## src/rtl/clock_pkg.sv

```systemverilog
// Shared definitions for the clock time-set controller: mode state encoding
// and the mode-button step order.
package clock_pkg;

  // field_sel is driven straight from the state register, so the encoding is fixed.
  typedef enum logic [1:0] {
    ST_RUN     = 2'b00,
    ST_SET_HR  = 2'b01,
    ST_SET_MIN = 2'b10
  } state_e;

  function automatic state_e next_mode(input state_e s);
    case (s)
      ST_RUN:     return ST_SET_HR;
      ST_SET_HR:  return ST_SET_MIN;
      default:    return ST_RUN;
    endcase
  endfunction

endpackage

```

## src/rtl/set_mode_ctrl_if.sv

```systemverilog
// Button-event inputs and counter/display command outputs of set_mode_ctrl.
// The master drives the debounced events; the slave is the controller.
interface set_mode_ctrl_if;
  logic       mode_down;
  logic       adj_state;
  logic       adj_down;
  logic       run_en;
  logic       inc_hr;
  logic       inc_min;
  logic [1:0] field_sel;
  logic       blink;

  modport master (
    output mode_down, adj_state, adj_down,
    input  run_en, inc_hr, inc_min, field_sel, blink
  );

  modport slave (
    input  mode_down, adj_state, adj_down,
    output run_en, inc_hr, inc_min, field_sel, blink
  );
endinterface

```

## src/rtl/set_mode_ctrl_cycle_timer.sv

```systemverilog
// Up-counter with clear and enable. tc pulses on the enabled cycle that
// completes MAX counts, and the count restarts from zero on that same cycle.
module cycle_timer #(
  parameter int unsigned MAX = 8
) (
  input  logic clk,
  input  logic rst,
  input  logic clr,
  input  logic en,
  output logic tc
);
  localparam int unsigned W = $clog2(MAX + 1);
  localparam logic [W-1:0] LAST = W'(MAX - 1);
  localparam logic [W-1:0] TOP  = W'(MAX);

  logic [W-1:0] cnt_q, cnt_d, base;

  // NOTE: every signal driven here gets a value before any branch, so no latch is inferred.
  always_comb begin
    base  = clr ? '0 : cnt_q;
    tc    = en && (base == LAST);
    cnt_d = base;
    if (en) begin
      if (base == LAST)     cnt_d = '0;
      else if (base >= TOP) cnt_d = TOP;
      else                  cnt_d = base + 1'b1;
    end
  end

  // NOTE: registers use non-blocking assignments so every flop samples pre-edge values.
  always_ff @(posedge clk) begin
    if (rst) cnt_q <= '0;
    else     cnt_q <= cnt_d;
  end
endmodule

```

## src/rtl/set_mode_ctrl.sv

```systemverilog
// Time-set sequencer: walks RUN -> SET_HR -> SET_MIN -> RUN on mode presses and
// issues single-cycle hour/minute increments with hold-to-repeat, idle timeout and blink.
module set_mode_ctrl
  import clock_pkg::*;
#(
  parameter int unsigned HOLD_CYCLES    = 50_000_000,
  parameter int unsigned REPEAT_CYCLES  = 12_500_000,
  parameter int unsigned BLINK_CYCLES   = 25_000_000,
  parameter int unsigned TIMEOUT_CYCLES = 500_000_000
) (
  input  logic           clk,
  input  logic           rst,
  set_mode_ctrl_if.slave bus
);

  state_e state_q, state_d;
  logic   run_en_q, run_en_d;
  logic   inc_hr_q, inc_hr_d;
  logic   inc_min_q, inc_min_d;
  logic   blink_q, blink_d;
  logic   armed_q, armed_d;
  logic   repeating_q, repeating_d;

  logic in_set, leave, adj_evt, inc_evt;
  logic hold_clr, hold_en, hold_tc;
  logic rep_clr, rep_en, rep_tc;
  logic blink_clr, blink_en, blink_tc;
  logic idle_clr, idle_en, idle_tc;

  assign in_set = (state_q == ST_SET_HR) || (state_q == ST_SET_MIN);

  // Every inc pulse coincides with adj_down or adj_state high, so clearing on
  // those inputs also clears on inc pulses and keeps the timeout path loop-free.
  assign idle_clr = !in_set || bus.mode_down || bus.adj_down || bus.adj_state;
  assign idle_en  = in_set && !idle_clr;

  assign leave   = bus.mode_down || (in_set && idle_tc);
  assign adj_evt = in_set && bus.adj_down && !leave;

  // Hold phase: only armed by an adj_down seen in this state.
  assign hold_en  = in_set && !leave && bus.adj_state && (adj_evt || armed_q);
  assign hold_clr = !in_set || leave || adj_evt || !bus.adj_state;

  assign rep_en   = in_set && !leave && bus.adj_state && repeating_q && !adj_evt;
  assign rep_clr  = !repeating_q || leave || adj_evt || !bus.adj_state;

  assign inc_evt  = adj_evt || hold_tc || rep_tc;

  assign blink_en  = in_set && !leave && !inc_evt;
  assign blink_clr = !in_set || leave || inc_evt;

  cycle_timer #(.MAX(HOLD_CYCLES)) u_hold_timer (
    .clk (clk), .rst (rst), .clr (hold_clr), .en (hold_en), .tc (hold_tc)
  );

  cycle_timer #(.MAX(REPEAT_CYCLES)) u_rep_timer (
    .clk (clk), .rst (rst), .clr (rep_clr), .en (rep_en), .tc (rep_tc)
  );

  cycle_timer #(.MAX(BLINK_CYCLES)) u_blink_timer (
    .clk (clk), .rst (rst), .clr (blink_clr), .en (blink_en), .tc (blink_tc)
  );

  cycle_timer #(.MAX(TIMEOUT_CYCLES)) u_idle_timer (
    .clk (clk), .rst (rst), .clr (idle_clr), .en (idle_en), .tc (idle_tc)
  );

  always_comb begin
    state_d = state_q;
    if (in_set && idle_tc)  state_d = ST_RUN;
    else if (bus.mode_down) state_d = next_mode(state_q);

    armed_d     = hold_en && !hold_tc;
    repeating_d = in_set && !leave && bus.adj_state && !adj_evt && (repeating_q || hold_tc);

    run_en_d  = (state_d == ST_RUN);
    inc_hr_d  = inc_evt && (state_q == ST_SET_HR);
    inc_min_d = inc_evt && (state_q == ST_SET_MIN);

    // The field being adjusted is always shown on the cycle it changes.
    blink_d = blink_q;
    if (!in_set || leave || inc_evt) blink_d = 1'b0;
    else if (blink_tc)               blink_d = !blink_q;
  end

  always_ff @(posedge clk) begin
    if (rst) begin
      state_q     <= ST_RUN;
      run_en_q    <= 1'b1;
      inc_hr_q    <= 1'b0;
      inc_min_q   <= 1'b0;
      blink_q     <= 1'b0;
      armed_q     <= 1'b0;
      repeating_q <= 1'b0;
    end else begin
      state_q     <= state_d;
      run_en_q    <= run_en_d;
      inc_hr_q    <= inc_hr_d;
      inc_min_q   <= inc_min_d;
      blink_q     <= blink_d;
      armed_q     <= armed_d;
      repeating_q <= repeating_d;
    end
  end

  assign bus.run_en    = run_en_q;
  assign bus.inc_hr    = inc_hr_q;
  assign bus.inc_min   = inc_min_q;
  assign bus.field_sel = state_q;
  assign bus.blink     = blink_q;

endmodule

```

## src/flat_wrapper.sv

```systemverilog
// flat-port wrapper written by rule: the top's interface ports become plain ports
module set_mode_ctrl_flat import clock_pkg::*;
#(
  parameter int unsigned HOLD_CYCLES    = 50_000_000,
  parameter int unsigned REPEAT_CYCLES  = 12_500_000,
  parameter int unsigned BLINK_CYCLES   = 25_000_000,
  parameter int unsigned TIMEOUT_CYCLES = 500_000_000
)
  (clk, rst, bus_mode_down, bus_adj_state, bus_adj_down, bus_run_en, bus_inc_hr, bus_inc_min, bus_field_sel, bus_blink);
  set_mode_ctrl_if bus_i ();
  input  logic clk;
  input  logic rst;
  input wire logic [$bits(bus_i.mode_down)-1:0] bus_mode_down;
  input wire logic [$bits(bus_i.adj_state)-1:0] bus_adj_state;
  input wire logic [$bits(bus_i.adj_down)-1:0] bus_adj_down;
  output wire logic [$bits(bus_i.run_en)-1:0] bus_run_en;
  output wire logic [$bits(bus_i.inc_hr)-1:0] bus_inc_hr;
  output wire logic [$bits(bus_i.inc_min)-1:0] bus_inc_min;
  output wire logic [$bits(bus_i.field_sel)-1:0] bus_field_sel;
  output wire logic [$bits(bus_i.blink)-1:0] bus_blink;
  assign bus_i.mode_down = bus_mode_down;
  assign bus_i.adj_state = bus_adj_state;
  assign bus_i.adj_down = bus_adj_down;
  assign bus_run_en = bus_i.run_en;
  assign bus_inc_hr = bus_i.inc_hr;
  assign bus_inc_min = bus_i.inc_min;
  assign bus_field_sel = bus_i.field_sel;
  assign bus_blink = bus_i.blink;
  set_mode_ctrl #(.HOLD_CYCLES(HOLD_CYCLES), .REPEAT_CYCLES(REPEAT_CYCLES), .BLINK_CYCLES(BLINK_CYCLES), .TIMEOUT_CYCLES(TIMEOUT_CYCLES)) u_core (.clk(clk), .rst(rst), .bus(bus_i));
endmodule
```

## config.mk

```make
export PLATFORM = sky130hd
export DESIGN_NAME = set_mode_ctrl_flat
export DESIGN_NICKNAME = d
export VERILOG_FILES = /design/src/rtl/clock_pkg.sv /design/src/rtl/set_mode_ctrl_if.sv /design/src/rtl/set_mode_ctrl_cycle_timer.sv /design/src/rtl/set_mode_ctrl.sv /design/src/flat_wrapper.sv
export SDC_FILE = /design/constraint.sdc
export NUM_CORES = 1
export LEC_CHECK = 0
export CAP_MARGIN = 20
export CORE_MARGIN = 2
export CORE_UTILIZATION = 46
export DETAILED_ROUTE_END_ITERATION = 10
export PLACE_DENSITY = 0.62
export SYNTH_ARGS = -nofsm -noshare
export SYNTH_HDL_FRONTEND = slang
export SYNTH_SLANG_ARGS = --single-unit
export TNS_END_PERCENT = 10
```

## constraint.sdc

```tcl
create_clock -name clk -period 6.3 [get_ports clk]
set_input_delay 1.575 -clock clk [delete_from_list [all_inputs] [get_ports clk]]
set_output_delay 1.575 -clock clk [all_outputs]
set_load 0.005 [all_outputs]
```

==> run_summary.xml <==
<?xml version="1.0" encoding="UTF-8"?>
<metrics>
  <group name="run_status">
    <metric name="run_status" unit="">complete, no violations</metric>
  </group>
  <group name="critical_path">
    <metric name="critical_path.reg2reg.startpoint" unit="">u_core.bus.field_sel[0]$_SDFF_PP0_</metric>
    <metric name="crit_buf_inv" unit="">2</metric>
    <metric name="timing.reg2reg.worst_path_depth" unit="">18</metric>
    <metric name="critical_path_peak_fanout" unit="">13</metric>
    <metric name="worst_r2r_endpoint" unit="">u_core.u_blink_timer.cnt_q[4]$_SDFF_PP0_</metric>
    <metric name="timing.critical_path.slowest_cell_delay" unit="ns">0.67</metric>
    <metric name="timing.critical_path.required" unit="ns">6.55</metric>
    <metric name="cp-start-kind" unit="">input port</metric>
    <metric name="r2r_setup_slack" unit="ns">1.32</metric>
    <metric name="worst_setup_path_type" unit="">in2reg</metric>
    <metric name="critical_path.slowest_cell" unit="">clkdlybuf4s50_1</metric>
    <metric name="timing.critical_path.arrival" unit="ns">6.05</metric>
    <metric name="timing.critical_path.max_delay_family" unit="">simple AND/OR/NAND/NOR gates</metric>
    <metric name="timing.critical_path.to_type" unit="">register</metric>
    <metric name="timing.critical_path.cells" unit="">clkdlybuf4s50_1 -&gt; nand2_1 -&gt; and3_1 -&gt; ha_1 -&gt; and3_1 -&gt; nand4_1 -&gt; nor4_1 -&gt; nor4_1 -&gt; nand2_1 -&gt; inv_1 -&gt; ha_1 -&gt; and3_1 -&gt; nand4_1 -&gt; nor4_1 -&gt; nor2_1 -&gt; nand3_1 -&gt; nor2_1</metric>
  </group>
  <group name="yosys">
    <metric name="ys_dominant_reg_cell" unit="">dfxtp_1</metric>
    <metric name="syn_avg_cell_area" unit="um^2">7.76</metric>
    <metric name="ys.warnings.count" unit="">0</metric>
    <metric name="netlist.area_leader.share" unit="%">36.0</metric>
    <metric name="synth_async_sr_flop_share" unit="%">0</metric>
    <metric name="ys_ff_latch" unit="">112</metric>
    <metric name="synthesis.area" unit="um^2">6240</metric>
    <metric name="synth_edf_count" unit="">0</metric>
    <metric name="netlist-cell-type-count" unit="">66</metric>
    <metric name="mappedNetlistNets" unit="">818</metric>
    <metric name="netlist.top_cell.by_area" unit="">dfxtp_1</metric>
    <metric name="post_synth_main_area_contributors" unit="">dfxtp_1, nor2_1, xnor2_1, nand2_1, a21oi_1</metric>
    <metric name="synth-seq-area-share" unit="%">36.0</metric>
    <metric name="syn_inst" unit="">804</metric>
  </group>
  <group name="sta">
    <metric name="number_of_max_slew_violations_in_the_final_report" unit="">0</metric>
    <metric name="worst_clock_skew" unit="ns">0.00708</metric>
    <metric name="relSlewSlack" unit="%">40.8</metric>
    <metric name="timing.fmax" unit="GHz">0.173</metric>
    <metric name="final-setup-viol-count" unit="">0</metric>
    <metric name="unrepaired_setup_endpoints_after_global_routing" unit="">false</metric>
    <metric name="final_critical_path_share_of_the_clock_period" unit="%">91.9</metric>
    <metric name="worst_slew_pin_slew" unit="ns">0.882</metric>
    <metric name="period_needed" unit="ns">5.79</metric>
    <metric name="finalSetupTns" unit="ns">0</metric>
    <metric name="hold_violations" unit="">0</metric>
  </group>
  <group name="power_and_ir_drop">
    <metric name="power.clock.fraction" unit="%">44.0</metric>
    <metric name="combPwrFrac" unit="%">3.4</metric>
    <metric name="leakage" unit="nW">2.21</metric>
    <metric name="sequentialPowerShare" unit="%">52.6</metric>
    <metric name="finalPower" unit="W">0.00135</metric>
    <metric name="netSwitchingFraction" unit="%">25.4</metric>
    <metric name="ir_worst_vdd" unit="mV">0.176</metric>
    <metric name="net_switching" unit="W">0.000344</metric>
    <metric name="total_power_divided_by_cell_area" unit="nW/um^2">200</metric>
    <metric name="cell_internal_pwr" unit="W">0.00101</metric>
  </group>
  <group name="floorplan">
    <metric name="dieArea" unit="um^2">14500</metric>
    <metric name="start_util" unit="%">47.1</metric>
    <metric name="die_height" unit="um">120</metric>
    <metric name="core_area" unit="um^2">13200</metric>
    <metric name="boundaryPins" unit="">11</metric>
    <metric name="rows" unit="">42</metric>
    <metric name="die_w" unit="um">120</metric>
  </group>
  <group name="route">
    <metric name="vias_per_cell" unit="">5.98</metric>
    <metric name="drcViolationCount" unit="">0</metric>
    <metric name="drt_pre_antenna_iters" unit="">5</metric>
    <metric name="drt-initial-drc-count" unit="">421</metric>
    <metric name="dr_total_vias" unit="">5844</metric>
    <metric name="antenna_violating_nets_post_route" unit="">0</metric>
    <metric name="detail_route.wirelength" unit="um">15700</metric>
    <metric name="route.detailed.wl_per_inst" unit="um">16.0</metric>
  </group>
  <group name="grt">
    <metric name="grt_pass1_wl" unit="um">26200</metric>
    <metric name="grt_start_max_net_pins" unit="">28</metric>
    <metric name="tot_gr_track_use" unit="%">22.3</metric>
    <metric name="grt_pass1_vias" unit="">5372</metric>
    <metric name="grt_antenna_before_repair" unit="">0</metric>
    <metric name="leftover_overflow_at_the_end_of_global_routing" unit="">0</metric>
  </group>
  <group name="worst_hold_path">
    <metric name="hold_path_sink" unit="">u_core.u_blink_timer.cnt_q[0]$_SDFF_PP0_</metric>
    <metric name="hold_start" unit="">u_core.u_blink_timer.cnt_q[0]$_SDFF_PP0_</metric>
    <metric name="hp-class" unit="">reg2reg</metric>
    <metric name="holdPathStages" unit="">1</metric>
  </group>
  <group name="clock_network">
    <metric name="clk_pin_slew_worst_paths" unit="ns">0.08</metric>
    <metric name="clock-sinks" unit="">112</metric>
    <metric name="cts_repair_resize_count" unit="">0</metric>
    <metric name="htreeDepth" unit="">3</metric>
    <metric name="post_cts_buffers" unit="">0</metric>
    <metric name="clk_path_buf_depth" unit="">2</metric>
    <metric name="cts_made_buffers" unit="">9</metric>
    <metric name="tritoncts" unit="">done</metric>
    <metric name="count_of_hold_buffers_inserted_by_post_cts_repair" unit="">0</metric>
    <metric name="ctsRootBufferMaster" unit="">clkbuf_16</metric>
    <metric name="clk_latency" unit="ns">0.38</metric>
  </group>
  <group name="place">
    <metric name="io_buffers" unit="">10</metric>
    <metric name="hpwl" unit="um">11000</metric>
    <metric name="gp_congestion" unit="">0.900</metric>
  </group>
  <group name="finish">
    <metric name="layout-area-overhead-vs-synth" unit="%">8.63</metric>
    <metric name="insertedDiodeCount" unit="">0</metric>
    <metric name="num-nets-final" unit="">810</metric>
    <metric name="drive_gt1_share" unit="%">5.74</metric>
    <metric name="num-fill-cells" unit="">1314</metric>
  </group>
  <group name="flow_run">
    <metric name="drv.max_cap_violation_count" unit="">0</metric>
  </group>
</metrics>
[registers in the layout, summed over array words and instances (netlist names)]
| register | cells |
|---|---|
| u_core.repeating_q | 1 |
| u_core.u_blink_timer.cnt_q | 25 |
| u_core.u_rep_timer.cnt_q | 24 |
| u_core.bus.field_sel | 2 |
| u_core.u_idle_timer.cnt_q | 29 |
| u_core.bus.blink | 1 |
| u_core.bus.inc_hr | 1 |
| u_core.armed_q | 1 |
| u_core.bus.inc_min | 1 |
| u_core.u_hold_timer.cnt_q | 26 |
| u_core.bus.run_en | 1 |
[final cells by class]
| class | instances | area, um^2 | area share (%) |
|---|---|---|---|
| Sequential cell | 112 | 2240 | 33.1 |
| Timing Repair Buffer | 22 | 190 | 2.81 |
| Clock inverter | 7 | 86.3 | 1.27 |
| Tap cell | 176 | 220 | 3.25 |
| Inverter | 23 | 86.3 | 1.27 |
| Multi-Input combinational cell | 628 | 3720 | 55.0 |
| Clock buffer | 9 | 225 | 3.32 |
[synth_stat cells (all sizes together) (3+ instances only)]
cell type	number
nor3b	3
a211o	3
nor2	94
nand2b	5
o21a	3
nand2	84
and2	11
xor2	21
o21ai	26
a31oi	10
o211ai	3
xnor2	38
nand3b	5
nor4b	4
nor4	22
o22ai	4
and3	28
dfxtp	112
inv	23
buf	11
clkbuf	30
a21o	10
a32oi	3
a21oi	57
nand4	44
nor3	33
a221oi	3
or4	4
or3	7
nand3	39
ha	9
and4	12
a211oi	4
or2	7
[worst max path at each step]
stage                        from  slack [ns]                                   endpoint  depth (start not counted)
CTS                 bus_mode_down        0.52   u_core.u_blink_timer.cnt_q[4]$_SDFF_PP0_                         17
finish               bus_adj_down        0.51   u_core.u_blink_timer.cnt_q[4]$_SDFF_PP0_                         17
detailed placement  bus_mode_down        0.11   u_core.u_blink_timer.cnt_q[4]$_SDFF_PP0_                         17
floorplan           bus_mode_down        1.21  u_core.u_blink_timer.cnt_q[18]$_SDFF_PP0_                         20
global placement    bus_mode_down        0.50   u_core.u_blink_timer.cnt_q[3]$_SDFF_PP0_                         17
global route        bus_mode_down        0.01   u_core.u_blink_timer.cnt_q[7]$_SDFF_PP0_                         17
[power groups by stage]
stage,Sequential [W],Combinational [W],Clock [W]
after floorplan,0.000728,0.0000300,0
after global placement,0.000729,0.0000451,0
after detailed placement,0.000729,0.0000456,0
after CTS,0.000712,0.0000460,0.000614
after global routing,0.000713,0.0000507,0.000636
final,0.000712,0.0000460,0.000596
[kinds of logic (layout without fill, tap and decap cells)]
| group | count (synthesis) | after routing | synth area share, % |
|---|---|---|---|
| and+or+nand+nor | 414 | 414 | 35.0 |
| AOI/OAI and AO/OA | 144 | 144 | 14.3 |
| DFF | 112 | 112 | 36.0 |
| buffers and inverters | 64 | 61 | 4.33 |
| xor gates and xnor gates | 59 | 59 | 8.29 |
| adders and majority gates | 9 | 9 | 1.81 |
| muxes | 2 | 2 | 0.321 |
[cells in the final DEF (no fill, tap or decap), types with 7 or more instances in the layout]
master / count
dfxtp_1: 112
nor2_1: 94
nand2_1: 84
a21oi_1: 56
nand4_1: 44
nand3_1: 39
xnor2_1: 38
nor3_1: 33
and3_1: 28
o21ai_0: 23
inv_1: 22
nor4_1: 21
xor2_1: 21
and4_1: 12
buf_4: 12
and2_1: 11
a31oi_1: 10
a21o_1: 10
clkdlybuf4s50_1: 10
ha_1: 9
clkbuf_16: 9
or3_1: 7
[routing by layer]
layer | wire, um | GRT usage [%]
met1 | 7210 | 29.1
met2 | 7380 | 36.3
met3 | 761 | 4.62
met4 | 320 | 8.36
met5 | 0 | 0
[worst register-to-register path: cells and delay by family (launching register included)]
kind,cells,cell delay (ns)
and+or+nand+nor,13,3.30
buffers and inverters,2,0.19
DFF,1,0.46
adders and majority gates,3,0.92
[through the flow]
stage	cell area [um^2]	util (%)	std cells	hold slack, ns	setup slack [ns]
after floorplan	6240	-	804	0.430	1.21
after global placement	6460	48.8	961	0.447	0.497
after detailed placement	6460	48.8	961	0.475	0.109
after CTS	6770	51.2	977	0.496	0.515
after global routing	6770	51.2	977	0.526	0.0113
final	6770	51.2	977	0.494	0.508
Note: power is estimated with default switching activity, not from simulation.
